===== src/rtl/capture_sequencer.sv =====
// Oscilloscope trigger/capture sequencer: circular sample writes, pre-trigger history, level/slope trigger.
// Optional auto trigger after AUTO_TIMEOUT untriggered armed samples: define CAPTURE_AUTO_TRIG_EN.
module capture_sequencer #(
  parameter int ADDR_W       = 12,
  parameter int PRE_DEPTH    = 1024,
  parameter int AUTO_TIMEOUT = 65535
) (
  input  logic              osc_clk,
  input  logic              reset,
  input  logic              sample_valid,
  input  logic [7:0]        sample,
  input  logic [7:0]        trig_level,
  input  logic              trig_slope,
  input  logic              rearm,
  output logic              wr_en,
  output logic [ADDR_W-1:0] wr_adr,
  output logic [7:0]        wr_data,
  output logic              capture_done,
  output logic [ADDR_W-1:0] trig_adr,
  output logic [ADDR_W-1:0] start_adr,
  output logic              auto_fired,
  output logic [1:0]        state_dbg
);

  // state    | meaning
  // PRE_FILL | writing pre-trigger history, trigger ignored
  // ARMED    | writing and watching for a trigger
  // POST     | writing the post-trigger segment
  // DONE     | record frozen, waiting for rearm
  typedef enum logic [1:0] {
    ST_PRE_FILL = 2'd0,
    ST_ARMED    = 2'd1,
    ST_POST     = 2'd2,
    ST_DONE     = 2'd3
  } state_t;

  localparam int DEPTH    = 1 << ADDR_W;
  localparam int POST_LEN = DEPTH - PRE_DEPTH - 1;
  localparam state_t ST_START = (PRE_DEPTH == 0) ? ST_ARMED : ST_PRE_FILL;
  localparam logic [ADDR_W-1:0] PRE_LAST  = ADDR_W'(PRE_DEPTH - 1);
  localparam logic [ADDR_W-1:0] POST_LAST = ADDR_W'(POST_LEN - 1);
  localparam logic [ADDR_W-1:0] PRE_OFS   = ADDR_W'(PRE_DEPTH);

  state_t            r_state, w_state_nxt;
  logic [ADDR_W-1:0] r_cnt, w_cnt_nxt;
  logic [ADDR_W-1:0] r_ptr;
  logic [7:0]        r_prev;
  logic              r_prev_vld;
  logic              w_prev_clr;
  logic [2:0]        r_rearm_sync;
  logic              r_wr_en, r_done;
  logic [ADDR_W-1:0] r_wr_adr, r_trig_adr, r_start_adr;
  logic [7:0]        r_wr_data;
  logic              w_write, w_rearm_rise, w_trig_lvl, w_auto_hit, w_trig;

  assign w_write      = sample_valid && (r_state != ST_DONE);
  assign w_rearm_rise = r_rearm_sync[1] && !r_rearm_sync[2];
  assign w_trig_lvl   = r_prev_vld && (trig_slope
                        ? ((r_prev > trig_level) && (sample <= trig_level))
                        : ((r_prev < trig_level) && (sample >= trig_level)));
  assign w_trig       = w_write && (r_state == ST_ARMED) && (w_trig_lvl || w_auto_hit);

  always_comb begin
    w_state_nxt = r_state;
    w_cnt_nxt   = r_cnt;
    w_prev_clr  = 1'b0;
    case (r_state)
      ST_PRE_FILL: if (w_write) begin
        if (r_cnt == PRE_LAST) begin
          w_state_nxt = ST_ARMED;
          w_cnt_nxt   = '0;
          w_prev_clr  = 1'b1;
        end else begin
          w_cnt_nxt = r_cnt + 1'b1;
        end
      end
      ST_ARMED: if (w_trig) begin
        w_cnt_nxt   = '0;
        w_state_nxt = (POST_LEN == 0) ? ST_DONE : ST_POST;
      end
      ST_POST: if (w_write) begin
        if (r_cnt == POST_LAST) w_state_nxt = ST_DONE;
        else                    w_cnt_nxt   = r_cnt + 1'b1;
      end
      ST_DONE: if (w_rearm_rise) begin
        w_state_nxt = ST_START;
        w_cnt_nxt   = '0;
        w_prev_clr  = 1'b1;
      end
      default: w_state_nxt = ST_START;
    endcase
  end

  always_ff @(posedge osc_clk or posedge reset) begin
    if (reset) begin
      r_state      <= ST_START;
      r_cnt        <= '0;
      r_ptr        <= '0;
      r_prev       <= '0;
      r_prev_vld   <= 1'b0;
      r_rearm_sync <= '0;
      r_wr_en      <= 1'b0;
      r_wr_adr     <= '0;
      r_wr_data    <= '0;
      r_done       <= 1'b0;
      r_trig_adr   <= '0;
      r_start_adr  <= '0;
    end else begin
      r_state      <= w_state_nxt;
      r_cnt        <= w_cnt_nxt;
      r_rearm_sync <= {r_rearm_sync[1:0], rearm};
      r_wr_en      <= w_write;
      r_done       <= (w_state_nxt == ST_DONE);
      if (w_write) begin
        r_wr_adr  <= r_ptr;
        r_wr_data <= sample;
        r_ptr     <= r_ptr + 1'b1;
      end
      if (w_prev_clr) begin
        r_prev_vld <= 1'b0;
      end else if (w_write) begin
        r_prev     <= sample;
        r_prev_vld <= 1'b1;
      end
      if (w_trig) begin
        r_trig_adr  <= r_ptr;
        r_start_adr <= r_ptr - PRE_OFS;
      end
    end
  end

`ifdef CAPTURE_AUTO_TRIG_EN
  logic [15:0] r_auto_cnt;
  logic        r_auto_fired;

  assign w_auto_hit = (r_auto_cnt == 16'(AUTO_TIMEOUT));

  always_ff @(posedge osc_clk or posedge reset) begin
    if (reset) begin
      r_auto_cnt   <= '0;
      r_auto_fired <= 1'b0;
    end else begin
      if ((r_state != ST_ARMED) && (w_state_nxt == ST_ARMED))
        r_auto_cnt <= '0;
      else if ((r_state == ST_ARMED) && w_write && !w_trig)
        r_auto_cnt <= r_auto_cnt + 16'd1;
      if (w_trig && !w_trig_lvl)
        r_auto_fired <= 1'b1;
      else if ((r_state == ST_DONE) && w_rearm_rise)
        r_auto_fired <= 1'b0;
    end
  end

  assign auto_fired = r_auto_fired;
`else
  assign w_auto_hit = 1'b0;
  assign auto_fired = 1'b0 && (AUTO_TIMEOUT != 0);
`endif

  assign wr_en        = r_wr_en;
  assign wr_adr       = r_wr_adr;
  assign wr_data      = r_wr_data;
  assign capture_done = r_done;
  assign trig_adr     = r_trig_adr;
  assign start_adr    = r_start_adr;
  assign state_dbg    = r_state;

endmodule


===== config.mk =====
export PLATFORM = sky130hd
export DESIGN_NAME = capture_sequencer
export DESIGN_NICKNAME = d
export VERILOG_FILES = /design/src/rtl/capture_sequencer.sv
export SDC_FILE = /design/constraint.sdc
export NUM_CORES = 1
export LEC_CHECK = 0
export CAP_MARGIN = 20
export CORE_ASPECT_RATIO = 2
export CORE_MARGIN = 3
export CORE_UTILIZATION = 54
export CTS_BUF_LIST = sky130_fd_sc_hd__clkbuf_8
export DETAILED_ROUTE_END_ITERATION = 7
export GPL_TIMING_DRIVEN = 0
export PLACE_DENSITY = 0.82
export SETUP_SLACK_MARGIN = 0.2
export SLEW_MARGIN = 20
export SYNTH_ARGS = -nofsm -noshare
export SYNTH_HDL_FRONTEND = slang
export SYNTH_SLANG_ARGS = --single-unit

===== constraint.sdc =====
create_clock -name osc_clk -period 2.8 [get_ports osc_clk]
set_input_delay 0.56 -clock osc_clk [delete_from_list [all_inputs] [get_ports osc_clk]]
set_output_delay 0.56 -clock osc_clk [all_outputs]
set_load 0.01 [all_outputs]

==> metrics.cfg <==
[critical_path]
endpoint_kind=register
crit_type=register to register
crit_arrival_ps=2920
cp.required_ps=3040
cp_max_fo=5
worstSetupStartpointType=register

[clock_network]
clk_latency_ps=350
root_buffer=clkbuf_8
h-tree-depth=3
cts_buffer_depth=2
clk_pin_slew_worst_paths_ps=70
numCtsBuffers=9
cts_hold_buffers=0
cts_tree=done
clock-sinks=74

[timing]
grt_setup_unrepaired=yes
fmax_mhz=373
slew_headroom_pct=66.4
tightest_slew_ps=504
setup_tns_ps=0
maxSlewViolCount=0
finalCriticalPeriod_ps=2680
hold_viol=0
finalSetupViolCount=0
fin_crit_sh_pct=95.9
clock_skew_ps=7.19

[power_and_ir_drop]
p_leak_nw=2.35
total_power_mw=3.63
ir_worst_vdd_v=0.000505
power_density_nw_per_um2=690

[status]
status=finished, final reports clean

[synth]
synth.top_cell.area_share_pct=49.5
postSynthCellCount=363
synth_common_cells=nand2_1 (80), dfrtp_1 (74), ha_1 (24), nor2_1 (16), inv_1 (15)
syn-num-nets=408
yosysTopAreaCell=dfrtp_1
synth_edf_count=0
syn_area_per_cell_um2=10.3
ys.flop_type=dfrtp_1
synth.yosys.seq_area_share_pct=49.5
yosysMostFrequentCell=nand2_1
synth_area_leaders=dfrtp_1 (50%), ha_1 (8.0%), nand2_1 (8.0%), mux2_2 (3.6%), mux2_1 (2.4%)
yosysUniqueCellTypes=52
ys.warnings.count=0
async_reset_ff_share_pct=100
synth_area_um2=3740
ys_seq_elements=74

[run]
max-cap-violations=0

[placement]
place.gp.congestion=0.838
port_buffers=68
dpl.hpwl_um=6320

[route]
drc=0
avgViaCountPerCell=5.62
antenna_left=0
maxUsedRoutingLayer=met4
drt-met1-wl_um=3500
wl_met3_um=360
via_count=3095
drt-total-wl_um=9970
wl_per_cell_um=18.1
drt-initial-drc-count=188
first_pass_iters=5
dr_wl_met2_um=5750

[global_route]
grt_remaining_overflow=0
grt_max_degree=51
grt_antenna_before_repair=0
grt_pass1_vias=3224
gr-usage-all-layers_pct=25.6
grt_first_pass_wirelength_um=15400

[cells_and_area]
drive_gt1_share_pct=28.9
fillers=414
diodes=0
synthToLayoutAreaGrowth_pct=40.6
nets=505

[floorplan]
fp.dieW_um=64.8
design.portCount=70
core_area_um2=6670
fp-row-count=42
die_area_um2=8020
die_y_um=124
start_util_pct=56.0

[min_path]
hp-class=register to register

[flip-flops by register name, indices dropped and copies added, names as in the netlist, 2 cells and up]
name,count
start_adr,2
wr_data,8
trig_adr,12
state_dbg,2
r_prev,8
r_rearm_sync,3
r_ptr,12
r_cnt,12
wr_adr,12
[kinds of logic after synthesis]
logic type,after synthesis,synth area share (%)
and+or+nand+nor,138,17.0
DFF,74,49.5
AOI/OAI and AO/OA,57,11.3
buffers and inverters,37,5.29
adders and majority gates,24,8.03
muxes,20,6.02
xor gates and xnor gates,12,2.81
other,1,0.100
[area by class of cell]
cell class / count / area (um2) / share of cell area [%]
sequential: 74 / 1850 / 35.3
multi-input combinational: 252 / 1990 / 37.9
buffer: 21 / 149 / 2.83
tap: 88 / 110 / 2.09
timing repair buffer: 86 / 853 / 16.2
clock buffer: 12 / 165 / 3.14
clock inverter: 2 / 60.1 / 1.14
inverter: 16 / 75.1 / 1.43
[per-layer routing]
metal  global-route usage [%]  vias up
met3                     5.51       33
li1                         -     1423
met5                        0        -
met4                     12.7        0
met2                     48.0       93
met1                     25.9     1546
[cell usage in the layout (no fill, tap or decap), drive strengths merged, types with 6 or more instances in the layout]
master	netlist	final
inv	16	16
dfrtp	74	74
xnor2	8	8
nor2	17	17
dlygate4sd2	0	9
clkdlybuf4s50	0	52
nor2b	6	6
ha	24	24
mux2	20	20
nand2	81	81
clkbuf	7	25
buf	14	32
o21ai	23	23
a21oi	10	10
nand4	8	8
o31ai	8	8
nand3	10	10
[worst paths after layout]
kind / startpoint / end / slack (ps) / cells after the start
worst max register to register: r_prev[1]$_DFFE_PP0P_ / trig_adr[1]$_DFFE_PP0P_ / 120 / 10
worst min register to register: r_rearm_sync[0]$_DFF_PP0_ / r_rearm_sync[1]$_DFF_PP0_ / 350 / 0
min in group asynchronous: reset / trig_adr[10]$_DFFE_PP0P_ / 520 / 2
worst max-delay path: r_prev[1]$_DFFE_PP0P_ / trig_adr[1]$_DFFE_PP0P_ / 120 / 10
max in group asynchronous: reset / r_rearm_sync[2]$_DFF_PP0_ / 1720 / 3
worst min-delay path: r_rearm_sync[0]$_DFF_PP0_ / r_rearm_sync[1]$_DFF_PP0_ / 350 / 0
[through the flow]
| step | setup WS (ps) | utilization, % | hold slack, ps | cell area, um2 | cells |
|---|---|---|---|---|---|
| detailed placement | -659 | 69.8 | 336 | 4660 | 520 |
| floorplan | 160 | - | 331 | 3830 | 363 |
| CTS | 176 | 76.3 | 352 | 5090 | 545 |
| global placement | -813 | 69.3 | 334 | 4630 | 519 |
| global route | 31.4 | 78.8 | 366 | 5260 | 551 |
| finish | 115 | 78.8 | 348 | 5260 | 551 |
[timing repair]
action                                  4_1_cts  5_1_grt
setup buffers                                10        5
gates cloned                                  1        1
resized for setup                            40       38
pin swaps                                    25       18
endpoints found under the setup margin       29       34
[power by group]
group	switching [mW]	internal, mW	leakage [nW]
sequential	0.209	1.25	0.948
clock	0.383	0.565	0.115
combinational	0.568	0.647	1.28
total	1.16	2.47	2.35
[critical path, cell delays in order (launching register included)]
cell and delay (ps):
dfrtp_1 420, ha_4 240, nor2b_4 120, o211ai_1 230, a21oi_2 90, or2_4 260, or4_4 530, o21ai_4 130
buf_12 150, buf_8 120, mux2_4 310
Power figures use the tool's default switching activity.
